**src/rtl/group_dedup_pkg.sv**
```systemverilog
// group_dedup_pkg: shared FSM encoding, default geometry and width helpers
// for the group_dedup block and its interface.
package group_dedup_pkg;

  localparam int DEF_GROUP_SIZE     = 4;
  localparam int DEF_LOG_GROUP_SIZE = 2;
  localparam int DEF_DATA_WIDTH     = 16;
  localparam int DEF_LOG_MAX_GROUPS = 16;

  // info carries the mask row plus the upper equality rows
  localparam int INFO_WIDTH = DEF_GROUP_SIZE * DEF_GROUP_SIZE;
  localparam int OUT_WIDTH  = DEF_DATA_WIDTH + INFO_WIDTH;

  localparam logic [1:0] S_IDLE    = 2'd0;
  localparam logic [1:0] S_COLLECT = 2'd1;
  localparam logic [1:0] S_CMP     = 2'd2;
  localparam logic [1:0] S_EMIT    = 2'd3;

  function automatic int info_width(input int gs);
    return gs * gs;
  endfunction

  function automatic int out_width(input int dw, input int gs);
    return dw + info_width(gs);
  endfunction

endpackage

```
**src/rtl/group_dedup_if.sv**
```systemverilog
// group_dedup_if: configuration, upstream and downstream handshake bundle.
// master = the side feeding values / consuming emissions, slave = group_dedup.
interface group_dedup_if
  import group_dedup_pkg::*;
#(
  parameter int DATA_WIDTH     = DEF_DATA_WIDTH,
  parameter int GROUP_SIZE     = DEF_GROUP_SIZE,
  parameter int LOG_MAX_GROUPS = DEF_LOG_MAX_GROUPS
);

  logic                                      configure;
  logic [LOG_MAX_GROUPS-1:0]                 num_groups;
  logic [DATA_WIDTH-1:0]                     data_in;
  logic                                      valid_in;
  logic                                      avail_out;
  logic [out_width(DATA_WIDTH, GROUP_SIZE)-1:0] data_out;
  logic                                      valid_out;
  logic                                      avail_in;

  modport master (
    output configure, num_groups, data_in, valid_in, avail_in,
    input  avail_out, data_out, valid_out
  );

  modport slave (
    input  configure, num_groups, data_in, valid_in, avail_in,
    output avail_out, data_out, valid_out
  );

endinterface

```
**src/rtl/group_dedup_eq_matrix.sv**
```systemverilog
// group_dedup_eq_matrix: all-against-all equality of one buffered group.
// eq[i*GROUP_SIZE + j] is set when value i equals value j (diagonal always 1).
module group_dedup_eq_matrix
  import group_dedup_pkg::*;
#(
  parameter int GROUP_SIZE = DEF_GROUP_SIZE,
  parameter int DATA_WIDTH = DEF_DATA_WIDTH
) (
  input  logic [GROUP_SIZE*DATA_WIDTH-1:0] vals,
  output logic [GROUP_SIZE*GROUP_SIZE-1:0] eq
);

  // full comparator array, purely combinational
  always_comb begin
    eq = '0;
    for (int i = 0; i < GROUP_SIZE; i++) begin
      for (int j = 0; j < GROUP_SIZE; j++) begin
        eq[i*GROUP_SIZE + j] = (vals[i*DATA_WIDTH +: DATA_WIDTH] ==
                                vals[j*DATA_WIDTH +: DATA_WIDTH]);
      end
    end
  end

endmodule

```
**src/rtl/group_dedup.sv**
```systemverilog
// group_dedup: collects GROUP_SIZE values, registers their equality matrix,
// then emits {info, value} entries in lowest-index-first order.
// Build option GROUP_DEDUP_MERGE_EN: when defined, each emission covers every
// still-pending duplicate of the chosen value; when undefined, every element
// is emitted on its own (one-hot mask, GROUP_SIZE emissions per group).
//
// state     | meaning
// ----------+-------------------------------------------------------------
// S_IDLE    | no work; waits for configure
// S_COLLECT | accepting values into slots 0..GROUP_SIZE-1
// S_CMP     | latch equality matrix, arm pending mask
// S_EMIT    | present lowest pending element until all pending cleared
module group_dedup
  import group_dedup_pkg::*;
#(
  parameter int GROUP_SIZE     = DEF_GROUP_SIZE,
  parameter int LOG_GROUP_SIZE = DEF_LOG_GROUP_SIZE,
  parameter int DATA_WIDTH     = DEF_DATA_WIDTH,
  parameter int LOG_MAX_GROUPS = DEF_LOG_MAX_GROUPS
) (
  input logic          clk,
  input logic          rst,
  group_dedup_if.slave bus
);

  localparam int INFO_W = info_width(GROUP_SIZE);

  logic [1:0]                      state;
  logic [LOG_GROUP_SIZE-1:0]       idx;
  logic [DATA_WIDTH-1:0]           vals [GROUP_SIZE];
  logic [GROUP_SIZE-1:0]           eq_q [GROUP_SIZE];
  logic [GROUP_SIZE-1:0]           pending;
  logic [LOG_MAX_GROUPS-1:0]       grp_cnt;

  logic [GROUP_SIZE*DATA_WIDTH-1:0] vals_flat;
  logic [INFO_W-1:0]                eq_flat;
  logic [LOG_GROUP_SIZE-1:0]        p;
  logic [GROUP_SIZE-1:0]            mask;
  logic [GROUP_SIZE-1:0]            remaining;
  logic [INFO_W-1:0]                info;
  logic                             in_collect;
  logic                             in_emit;

  assign in_collect = (state == S_COLLECT);
  assign in_emit    = (state == S_EMIT);

  // flatten the value buffer for the comparator array
  always_comb begin
    vals_flat = '0;
    for (int i = 0; i < GROUP_SIZE; i++) begin
      vals_flat[i*DATA_WIDTH +: DATA_WIDTH] = vals[i];
    end
  end

  group_dedup_eq_matrix #(
    .GROUP_SIZE (GROUP_SIZE),
    .DATA_WIDTH (DATA_WIDTH)
  ) eq_matrix (
    .vals (vals_flat),
    .eq   (eq_flat)
  );

  // lowest set pending bit wins
  always_comb begin
    p = '0;
    for (int i = GROUP_SIZE - 1; i >= 0; i--) begin
      if (pending[i]) p = LOG_GROUP_SIZE'(i);
    end
  end

`ifdef GROUP_DEDUP_MERGE_EN
  // chosen element plus all its still-pending duplicates
  always_comb begin
    mask = eq_q[p] & pending;
  end
`else
  // only the chosen element itself
  always_comb begin
    mask    = '0;
    mask[p] = 1'b1;
  end
`endif

  assign remaining = pending & ~mask;

  // info = {E[GROUP_SIZE-1] .. E[1], mask}; row 0 slot is replaced by the mask
  always_comb begin
    info                   = '0;
    info[GROUP_SIZE-1:0]   = mask;
    for (int r = 1; r < GROUP_SIZE; r++) begin
      info[r*GROUP_SIZE +: GROUP_SIZE] = eq_q[r];
    end
  end

  assign bus.avail_out = in_collect;
  assign bus.valid_out = in_emit;
  assign bus.data_out  = in_emit ? {info, vals[p]} : '0;

  // sequencing FSM; configure overrides any accept or emission in the same cycle
  always_ff @(posedge clk) begin
    if (!rst) begin
      state   <= S_IDLE;
      idx     <= '0;
      pending <= '0;
      grp_cnt <= '0;
      for (int i = 0; i < GROUP_SIZE; i++) begin
        vals[i] <= '0;
        eq_q[i] <= '0;
      end
    end else if (bus.configure) begin
      state   <= S_COLLECT;
      idx     <= '0;
      pending <= '0;
      grp_cnt <= (bus.num_groups == '0) ? LOG_MAX_GROUPS'(1) : bus.num_groups;
      for (int i = 0; i < GROUP_SIZE; i++) begin
        vals[i] <= '0;
      end
    end else begin
      case (state)
        S_IDLE: begin
        end
        S_COLLECT: begin
          if (bus.valid_in) begin
            vals[idx] <= bus.data_in;
            if (idx == LOG_GROUP_SIZE'(GROUP_SIZE - 1)) begin
              idx   <= '0;
              state <= S_CMP;
            end else begin
              idx <= idx + 1'b1;
            end
          end
        end
        S_CMP: begin
          for (int i = 0; i < GROUP_SIZE; i++) begin
            eq_q[i] <= eq_flat[i*GROUP_SIZE +: GROUP_SIZE];
          end
          pending <= '1;
          state   <= S_EMIT;
        end
        S_EMIT: begin
          if (bus.avail_in) begin
            pending <= remaining;
            if (remaining == '0) begin
              grp_cnt <= grp_cnt - 1'b1;
              state   <= (grp_cnt == LOG_MAX_GROUPS'(1)) ? S_IDLE : S_COLLECT;
            end
          end
        end
        default: state <= S_IDLE;
      endcase
    end
  end

endmodule

```
**src/flat_wrapper.sv**
```systemverilog
// flat-port wrapper written by rule: the top's interface ports become plain ports
module group_dedup_flat import group_dedup_pkg::*;
#(
  parameter int GROUP_SIZE     = DEF_GROUP_SIZE,
  parameter int LOG_GROUP_SIZE = DEF_LOG_GROUP_SIZE,
  parameter int DATA_WIDTH     = DEF_DATA_WIDTH,
  parameter int LOG_MAX_GROUPS = DEF_LOG_MAX_GROUPS
)
  (clk, rst, bus_configure, bus_num_groups, bus_data_in, bus_valid_in, bus_avail_in, bus_avail_out, bus_data_out, bus_valid_out);
  group_dedup_if #(.DATA_WIDTH(DATA_WIDTH), .GROUP_SIZE(GROUP_SIZE), .LOG_MAX_GROUPS(LOG_MAX_GROUPS)) bus_i ();
  input logic clk;
  input logic rst;
  input wire logic [$bits(bus_i.configure)-1:0] bus_configure;
  input wire logic [$bits(bus_i.num_groups)-1:0] bus_num_groups;
  input wire logic [$bits(bus_i.data_in)-1:0] bus_data_in;
  input wire logic [$bits(bus_i.valid_in)-1:0] bus_valid_in;
  input wire logic [$bits(bus_i.avail_in)-1:0] bus_avail_in;
  output wire logic [$bits(bus_i.avail_out)-1:0] bus_avail_out;
  output wire logic [$bits(bus_i.data_out)-1:0] bus_data_out;
  output wire logic [$bits(bus_i.valid_out)-1:0] bus_valid_out;
  assign bus_i.configure = bus_configure;
  assign bus_i.num_groups = bus_num_groups;
  assign bus_i.data_in = bus_data_in;
  assign bus_i.valid_in = bus_valid_in;
  assign bus_i.avail_in = bus_avail_in;
  assign bus_avail_out = bus_i.avail_out;
  assign bus_data_out = bus_i.data_out;
  assign bus_valid_out = bus_i.valid_out;
  group_dedup #(.GROUP_SIZE(GROUP_SIZE), .LOG_GROUP_SIZE(LOG_GROUP_SIZE), .DATA_WIDTH(DATA_WIDTH), .LOG_MAX_GROUPS(LOG_MAX_GROUPS)) u_core (.clk(clk), .rst(rst), .bus(bus_i));
endmodule
```
**config.mk**
```make
export PLATFORM = sky130hd
export DESIGN_NAME = group_dedup_flat
export DESIGN_NICKNAME = d
export VERILOG_FILES = /design/src/rtl/group_dedup_pkg.sv /design/src/rtl/group_dedup_if.sv /design/src/rtl/group_dedup_eq_matrix.sv /design/src/rtl/group_dedup.sv /design/src/flat_wrapper.sv
export SDC_FILE = /design/constraint.sdc
export NUM_CORES = 1
export LEC_CHECK = 0
export BUFFER_PORTS_ARGS = -buffer_cell sky130_fd_sc_hd__buf_4
export CAP_MARGIN = 5
export CELL_PAD_IN_SITES_DETAIL_PLACEMENT = 1
export CELL_PAD_IN_SITES_GLOBAL_PLACEMENT = 1
export CORE_MARGIN = 2
export CORE_UTILIZATION = 50
export CTS_CLUSTER_DIAMETER = 150
export DETAILED_ROUTE_END_ITERATION = 12
export PLACE_DENSITY = 0.83
export SETUP_SLACK_MARGIN = 0.2
export SYNTH_ARGS = -nofsm -noshare
export SYNTH_HDL_FRONTEND = slang
export SYNTH_SLANG_ARGS = --single-unit
```
**constraint.sdc**
```tcl
create_clock -name clk -period 3 [get_ports clk]
set_input_delay 0.45 -clock clk [delete_from_list [all_inputs] [get_ports clk]]
set_output_delay 0.45 -clock clk [all_outputs]
set_load 0.02 [all_outputs]
```
==> results of run 1 <==
state kept, by name, indices dropped and copies added, names as in the netlist:
| name | cells |
|---|---|
| u_core.vals | 64 |
| u_core.state | 2 |
| u_core.idx | 2 |
| u_core.grp_cnt | 16 |
| u_core.eq_q | 10 |
| u_core.pending | 4 |
through the flow:
stage          setup WS (ns)  util [%]  cell area [sq um]  hold WS (ns)
6_report              0.4032     59.53               6798        0.3923
3_5_place_dp          0.4780     57.02               6511        0.5055
4_1_cts               0.2284     59.49               6793        0.3790
2_1_floorplan         0.7183         -               5829        0.4331
3_3_place_gp          0.6019     57.02               6511        0.4444
5_1_grt               0.2729     59.53               6798        0.4181
kinds of logic (layout without fill, tap and decap cells):
family | count (synthesis) | count (layout) | share of synthesized area [%]
compound gates | 98 | 98 | 11.08
xor+xnor | 105 | 105 | 15.78
fa+ha+maj | 6 | 6 | 1.288
mux | 17 | 17 | 2.919
simple gates | 201 | 201 | 19.81
buf+inv | 42 | 109 | 2.940
flops | 98 | 98 | 46.19
layout make-up:
class | instances | area [sq um] | share of cell area (%)
well taps | 143 | 178.9 | 2.632
repair buffers | 85 | 638.1 | 9.387
multi-input cells | 427 | 2977 | 43.79
inverters | 8 | 30.03 | 0.4417
clock inverters | 5 | 37.54 | 0.5522
flip-flops and latches | 98 | 2694 | 39.63
clock buffers | 11 | 242.7 | 3.571
report_power, final:
group | internal, mW | leakage, nW | switching [mW] | total (mW)
Combinational | 0.164 | 2.19 | 0.208 | 0.372
Sequential | 1.51 | 1.01 | 0.105 | 1.62
Clock | 0.589 | 0.132 | 0.521 | 1.11
worst max-delay path: stages, from the launching register on:
cell and delay [ns]:
dfxtp_1 0.46, buf_4 0.21, and2_1 0.20, buf_4 0.19
o21ai_0 0.09, buf_4 0.20, o21ai_0 0.25, buf_4 0.19
cells in the final DEF (no fill, tap or decap), types with 7 or more instances in the layout:
cell type / instances
nor4_1: 23
nor2_1: 18
xor2_1: 99
mux2i_1: 17
inv_1: 8
buf_4: 85
a21oi_1: 15
nand4_1: 7
and2_1: 7
o22ai_1: 7
o21ai_0: 25
nor3_1: 20
clkbuf_16: 9
dfxtp_1: 24
edfxtp_1: 73
and3_1: 75
a22oi_1: 19
nand2_1: 26
per-layer routing:
| layer | track usage [%] | vias up |
|---|---|---|
| met1 | 39.40 | 2371 |
| met3 | 3.484 | 25 |
| li1 | - | 2225 |
| met2 | 48.20 | 147 |
| met5 | 0 | - |
| met4 | 9.675 | 0 |
synthesized netlist by cell type (all sizes together), types with 2 or more instances:
cell and instances:
nor2b 4, or2 2, clkbuf 27, o211a 3, nand4b 2, o31a 2, a211oi 2, or4 3
o21ai 26, ha 6, buf 7, dfxtp 25, inv 8, nor2 19, edfxtp 73, a31oi 6
xor2 99, nand2 26, o31ai 2, xnor2 6, a21o 5, nand3 3, a22oi 19, o22ai 7
nand4 7, nor4 25, and2 7, and3 77, a41oi 2, nor3 20, mux2i 17, a21oi 15
o211ai 5
repair_timing:
action | 4_1_cts | 5_1_grt
gates resized for setup | 1 | 3
endpoints found under the setup margin | 10 | 16
endpoints found under the hold margin | 0 | 0
how the worst max path moves through the flow:
stage | startpoint | end | slack (ns) | cells after the start
detailed placement | u_core.pending[2] | bus_data_out[2] | 0.48 | 5
finish | u_core.state[1] | bus_data_out[7] | 0.40 | 7
floorplan | u_core.state[1] | u_core.vals[3][0] | 0.72 | 6
global route | u_core.state[0] | bus_data_out[1] | 0.27 | 6
CTS | u_core.pending[2] | bus_data_out[4] | 0.23 | 7
global placement | u_core.pending[2] | bus_data_out[7] | 0.60 | 5
==> metrics.txt, run 1 <==
status=finished, final reports clean; antenna viol nets, final=0; min-delay src=bus_num_groups[2]; total power=3.102 mW; core area=11420 sq um; number of cells on the worst reg-to-reg path=5; final WL=17630 um; CP Capture Type=output pin; I/O pins=71; crit path kind=flop to output pin; Min Clock Period, post-route=2.597 ns; Final TNS setup=0 ns; Hold WC Path Type=input pin to flop; Die Area=12540 sq um; skew final=0.01066 ns; Setup Buffers After CTS=0; Post-synth EDFFs=73; residual DRC count=0; Seq/Total Area, Yosys=46.19%; RSZ-0062 raised after global routing=false; Worst-Skew Late Latency=0.35 ns; Area Overhead vs Synth=16.61%; setup violators final=0; Slew @ Worst Pin=0.8411 ns; root buffer cell=clkbuf_16; Synth area leader=edfxtp_1; Cell Rows=39; GPL Wtd Cong=0.9536; top cell type's share of synthesized area=37.60%; met2 routed wirelength=8677 um; Worst Hold End=u_core.grp_cnt[2]; Layout Cells excl Fill=777; Iter 0 DRT Violations=298; share of layout cells above drive strength 1=17.67%; distinct cell type count after synthesis=50; #FFs+latches synth=98; pin count of the biggest net entering global routing=56; crit share post-route=86.56%; final hold violation count=0; vias in the first global route=4927; routed vias/inst=6.136; CTS tree=done; post-synth net total=610; YS warnings=0; r2r setup slk=0.56 ns; met3 WL=808 um; vias=4768; ANT cells=0; first-pass detailed-route iteration total=5; CP max FO=12; # fillers=1251; syn_area_per_cell=10.28 sq um; CP required=2.55 ns; Peak Freq=385.1 MHz; GRT Util Overall=28.90%; P_leak=3.334 nW; arrival time at the worst endpoint=2.15 ns; hold-fix buffers at CTS=0; PwrDens=456.3 nW/um^2; first-pass GRT wire length=28100 um; Rel. slew slack=43.19%; Async SR Flop Fraction=0%; Worst setup SP type=flop; WL met1=7803 um; die width=112.0 um; synth top area cells=edfxtp_1 38%, xor2_1 15%, dfxtp_1 8.6%, and3_1 8.3%, mux2i_1 2.9%; initial antenna violation count=0; max_cap viols=0; clk buf depth=2; Port Buf Inserts=70; Hold Path Depth=3; die height=112.0 um; grt ovf=0; Synth Flop Type=edfxtp_1; max-slew violation count=0; # clock sinks=98; clock-pin transition on the worst setup and hold timing paths=0.07 ns; initial core utilization=51.05%; reg2reg start=u_core.state[0]; Worst IR Drop VDD=0.4577 mV; DR top layer=met4; post-synthesis cell area=5829 sq um; Nets=672; H-tree depth=3; total CTS buffers=9; Cells after DPL=761; routed wire length per instance=22.69 um; DP HPWL=13010 um; R2R Path End=u_core.vals[3][15]; Synth Instances=567
Power figures use the tool's default switching activity.
==> run 2, diff against run 1 <==
ABC_CLOCK_PERIOD_IN_PS = 3000   (was default)
CELL_PAD_IN_SITES_DETAIL_PLACEMENT = 0   (was 1)
==> run 2 against run 1 <==
Net effect:
- clock power is essentially flat
- highest routed layer unchanged
- clock skew shrank 0.0020 ns
- critical endpoint is now bus_data_out[2]
- first-iteration DRC count grew 44%
- critical path type unchanged
- worst hold slack got worse by 0.014 ns
- sequential share of layout area unchanged
==> metrics.txt, run 2 (synthesis gave the netlist of run 1 again) <==
GPL Wtd Cong=0.9536 (unchanged); delay-heaviest family, CP=simple AND/OR/NAND/NOR gates; post-CTS sizing=1 (unchanged); Top Registers=u_core.vals x64, u_core.grp_cnt x16, u_core.eq_q x10; CP Cell Sequence=buf_4, and2_1, and3_1, a22oi_1, o21ai_0, buf_4; Min Clock Period, post-route=2.654 ns (+0.05749 ns); antenna viol nets, final=0 (unchanged); Rel. slew slack=45.40% (+2.2 points); initial core utilization=51.05% (unchanged); CTS tree=done; slowest stage delay, CP=0.51 ns (+0.05 ns); Buf/Inv on CP=2 (-2); H-tree depth=3 (unchanged); max_cap viols=0 (unchanged); Setup Buffers After CTS=0 (unchanged); total power=3.083 mW (-0.61%); cell mode on critical path=buf_4; Nets=672 (unchanged); final WL=16010 um (-9.2%); Final Util=59.53% (unchanged); status=finished, final reports clean; DP HPWL=11910 um (-8.5%); first-pass GRT wire length=24980 um (-11%); Int Power=2.297 mW (+1.3%); I/O pins=71 (unchanged); Worst-Skew Late Latency=0.35 ns (about the same); register share of total power=52.4% (+0.2 points); Iter 0 DRT Violations=430 (+44%); GRT Util Overall=26.02% (-2.9 points); Port Buf Inserts=70 (unchanged); first-pass detailed-route iteration total=5 (unchanged); die height=112.0 um (unchanged); Peak Freq=376.7 MHz (-2.2%); CP max FO=12 (unchanged); share of layout cells above drive strength 1=17.35% (-0.32 points); skew final=0.008666 ns (-0.001996 ns); WP depth=6 (-1); Net Sw Power=785.9 uW (-5.8%); Comb pwr share=11.8% (-0.2 points); crit share post-route=88.48% (+1.9 points); max FFs per register=64 (unchanged); # clock sinks=98 (unchanged); vias in the first global route=4394 (-11%); clk buf depth=2 (unchanged); initial antenna violation count=0 (unchanged); routed vias/inst=6.090 (-0.76%); clock-pin transition on the worst setup and hold timing paths=0.07 ns (about the same); Die Area=12540 sq um (unchanged); total CTS buffers=9 (unchanged); Cells after DPL=761 (unchanged); crit path kind=flop to output pin; residual DRC count=0 (unchanged); grt ovf=0 (unchanged); Worst IR Drop VDD=0.3707 mV (-19%); Cell Rows=39 (unchanged); Slew @ Worst Pin=0.8084 ns (-0.03279 ns); Layout Cells excl Fill=777 (unchanged); root buffer cell=clkbuf_16; Worst setup SP type=flop; core area=11420 sq um (unchanged); hold-fix buffers at CTS=0 (unchanged); max-slew violation count=0 (unchanged); number of cells on the worst reg-to-reg path=5 (unchanged); setup violators final=0 (unchanged); pin count of the biggest net entering global routing=56 (unchanged); commonest non-fill, non-tap cells in the layout=99 x xor2_1, 85 x buf_4, 76 x and3_1; CP required=2.55 ns (about the same); P_leak=3.343 nW (+0.26%); Area Overhead vs Synth=16.61% (unchanged); vias=4732 (-0.76%); Hold Path Depth=3 (unchanged); final hold violation count=0 (unchanged); Multi-input gate area=2975 sq um (about the same); # fillers=974 (-22%); routed wire length per instance=20.61 um (-9.2%); ANT cells=0 (unchanged); clock network power share=35.8% (about the same); Top reg by flops=u_core.vals; arrival time at the worst endpoint=2.20 ns (+0.05 ns); die width=112.0 um (unchanged); Hold WC Path Type=input pin to flop; sw frac=25.49% (-1.4 points); most common cell after layout, fill and taps aside=xor2_1; CP Capture Type=output pin; RSZ-0062 raised after global routing=false; PwrDens=453.5 nW/um^2 (-0.61%); Critical-path top delay cell=and3_1; Reg area=2694 sq um (unchanged); Final TNS setup=0 ns (unchanged)
run 2: changes by cell type in the layout (fill, tap and decap cells not counted):
cell        change
clkinvlp_4      -2
and3_1          +1
and3_2          -1
clkbuf_1        +1
clkbuf_4        +1
clkbuf_8        +1
inv_6           -1
run 2: layer usage:
| metal | vias up | global-route usage, % | routed length (um) | share of wire [%] |
|---|---|---|---|---|
| met5 | - | 0 | 0 | 0 |
| met4 | 0 | 9.268 | 269 | 1.7 |
| met1 | 2295 | 37.80 | 7161 | 45 |
| li1 | 2229 | - | - | - |
| met3 | 18 | 3.811 | 1065 | 6.7 |
| met2 | 190 | 40.04 | 7517 | 47 |
run 2: power by group through the flow:
| stage | logic [mW] | clock network, mW | registers [mW] |
|---|---|---|---|
| after global routing | 0.399 | 1.16 | 1.62 |
| after CTS | 0.362 | 1.11 | 1.61 |
| final | 0.363 | 1.10 | 1.62 |
| after global placement | 0.357 | 0 | 1.64 |
| after floorplan | 0.236 | 0 | 1.61 |
| after detailed placement | 0.360 | 0 | 1.64 |
run 2: path summary, 6_finish.rpt:
check,start,end,slack [ns]
max,u_core.state[1],bus_data_out[2],0.35
min reg2reg,u_core.eq_q[0][5],u_core.eq_q[0][5],0.48
min,bus_num_groups[4],u_core.grp_cnt[4],0.38
max reg2reg,u_core.state[0],u_core.vals[3][15],0.58
run 2: worst min-delay path: cells and delay by family:
kind                   cells  cell delay [ns]
AND/OR/NAND/NOR            1             0.05
AO/OA/AOI/OAI              1             0.07
buffers and inverters      1             0.11
run 2: layout make-up:
class | count | share of cell area [%]
repair buffers | 85 | 9.387
inverters | 8 | 0.4417
clock buffers | 14 | 3.939
flip-flops and latches | 98 | 39.63
multi-input cells | 427 | 43.77
well taps | 143 | 2.632
clock inverters | 2 | 0.2025
run 2: stage by stage:
stage,hold WS (ns),setup WS [ns],cell area [sq um]
6_report,0.3782,0.3457,6798
5_1_grt,0.3838,0.2240,6798
3_5_place_dp,0.4581,0.5238,6511
4_1_cts,0.3690,0.3139,6795
3_3_place_gp,0.4444,0.6019,6511
2_1_floorplan,0.4331,0.7183,5829
==> run 3, diff against run 2 <==
CORE_UTILIZATION = 51   (was 50)
CTS_BUF_LIST = sky130_fd_sc_hd__clkbuf_2 sky130_fd_sc_hd__clkbuf_4 sky130_fd_sc_hd__clkbuf_8   (was default)
PLACE_DENSITY = 0.85   (was 0.83)
==> run 3 against run 2 <==
Net effect:
- utilization about the same
- global-route usage up 0.42 points
- fmax up 1.0%
- clock skew up 0.012 ns
- via count down 0.63%
- critical path depth up 1
- clock power down 26%
==> metrics.txt, run 3 (synthesis gave the netlist of run 1 again) <==
status=finished, final reports clean; CP max FO=11 (-1); Setup Buffers After CTS=0 (unchanged); H-tree depth=3 (unchanged); core area=11270 sq um (-1.3%); first-pass detailed-route iteration total=5 (unchanged); total CTS buffers=9 (unchanged); die height=110.9 um (-0.95%); DP HPWL=11890 um (-0.18%); Port Buf Inserts=70 (unchanged); I/O pins=71 (unchanged); antenna viol nets, final=0 (unchanged); Die Area=12300 sq um (-1.9%); Hold WC Path Type=input pin to flop; routed wire length per instance=20.57 um (-0.19%); hold-fix buffers at CTS=0 (unchanged); share of layout cells above drive strength 1=18.24% (+0.89 points); vias in the first global route=4498 (+2.4%); Nets=674 (+0.30%); Worst Hold Margin=0.3345 ns (-0.04375 ns); crit share post-route=87.56% (-0.92 points); Cell Rows=39 (unchanged); Top Registers=u_core.vals x64, u_core.grp_cnt x16, u_core.eq_q x10; root buffer cell=clkbuf_8; die width=110.9 um (-0.95%); final hold violation count=0 (unchanged); initial antenna violation count=0 (unchanged); max FFs per register=64 (unchanged); most common cell after layout, fill and taps aside=xor2_1; Peak Freq=380.7 MHz (+1.0%); residual DRC count=0 (unchanged); ANT cells=0 (unchanged); Final TNS setup=0 ns (unchanged); Iter 0 DRT Violations=480 (+12%); CTS tree=done; RSZ-0062 raised after global routing=false; initial core utilization=51.71% (+0.66 points); # clock sinks=98 (unchanged); skew final=0.02027 ns (+0.01160 ns); setup violators final=0 (unchanged); max-slew violation count=0 (unchanged); clk buf depth=2 (unchanged); Worst IR Drop VDD=0.3676 mV (-0.83%); grt ovf=0 (unchanged); pin count of the biggest net entering global routing=53 (-5.4%); Rel. slew slack=42.75% (-2.6 points); Worst setup SP type=flop; P_leak=3.306 nW (-1.1%); Min Clock Period, post-route=2.627 ns (-0.02751 ns); arrival time at the worst endpoint=2.18 ns (-0.02 ns); CP Capture Type=output pin; Area Overhead vs Synth=15.20%; first-pass GRT wire length=25040 um (+0.22%); GRT Util Overall=26.44% (+0.42 points); commonest non-fill, non-tap cells in the layout=99 x xor2_1, 87 x buf_4, 75 x and3_1; Slew @ Worst Pin=0.8475 ns (+0.03919 ns); total power=2.793 mW (-9.4%); routed vias/inst=6.036 (-0.89%); crit path kind=flop to output pin; Top reg by flops=u_core.vals; final WL=16020 um (about the same); CP required=2.55 ns (about the same); PwrDens=415.9 nW/um^2 (-8.3%); GPL Wtd Cong=0.9400 (-1.4%); max_cap viols=0 (unchanged); # fillers=999 (+2.6%); Worst-Skew Late Latency=0.39 ns (+0.04 ns); vias=4702 (-0.63%); clock-pin transition on the worst setup and hold timing paths=0.10 ns (+0.03 ns)
## run 3: cell count changes in the layout (fill, tap and decap cells not counted), sizes merged
| cell | change |
|---|---|
| buf | +2 |
| inv | +1 |
| clkinvlp | +1 |
| clkbuf | -2 |
## run 3: critical path: stages (launching register included)
cell and delay [ns]:
dfxtp_1 0.41, nor2b_2 0.37, o21bai_2 0.11, buf_4 0.21, mux2i_1 0.22, o22ai_1 0.12
and2_1 0.20, buf_4 0.16
## run 3: path summary, 6_finish.rpt
| kind | from | to | slack (ns) | cells after the start |
|---|---|---|---|---|
| worst min-delay path | bus_num_groups[4] | u_core.grp_cnt[4] | 0.33 | 3 |
| worst min register to register | u_core.eq_q[0][5] | u_core.eq_q[0][5] | 0.48 | 2 |
| worst max register to register | u_core.state[1] | u_core.grp_cnt[11] | 0.73 | 5 |
| worst max-delay path | u_core.pending[3] | bus_data_out[6] | 0.37 | 7 |
## run 3: power by group
part | internal [mW] | switching (mW) | total (mW)
logic | 0.166 | 0.202 | 0.368
registers | 1.51 | 0.0964 | 1.61
clock network | 0.344 | 0.470 | 0.814
total | 2.02 | 0.769 | 2.79
## run 3: what timing repair did
| item | 4_1_cts | 5_1_grt |
|---|---|---|
| resized for setup | 3 | 3 |
| endpoints found under the setup margin | 13 | 14 |
| endpoints found under the hold margin | 0 | 0 |
## run 3: stage by stage
| stage | cells | setup slack [ns] | util, % | cell area, sq um |
|---|---|---|---|---|
| final | 779 | 0.3732 | 59.57 | 6715 |
| after global routing | 779 | 0.2692 | 59.57 | 6715 |
| after CTS | 779 | 0.2504 | 59.51 | 6708 |
| after detailed placement | 763 | 0.4111 | 57.90 | 6526 |
| after global placement | 763 | 0.4541 | 57.90 | 6526 |
| after floorplan | 567 | 0.7183 | - | 5829 |
## run 3: area by class of cell
type	instances	area (sq um)	share of cell area, %
clock buffers	12	152.6	2.273
flip-flops and latches	98	2694	40.12
repair buffers	87	653.1	9.726
multi-input cells	427	2980	44.38
inverters	8	30.03	0.4472
well taps	143	178.9	2.664
clock inverters	4	26.28	0.3913
## run 3: layer usage
metal / GRT usage [%] / share of wire (%) / vias to the layer above
li1: - / - / 2231
met1: 37.13 / 45 / 2267
met2: 41.84 / 48 / 181
met3: 5.085 / 6.1 / 23
met4: 7.917 / 1.8 / 0
met5: 0 / 0 / -
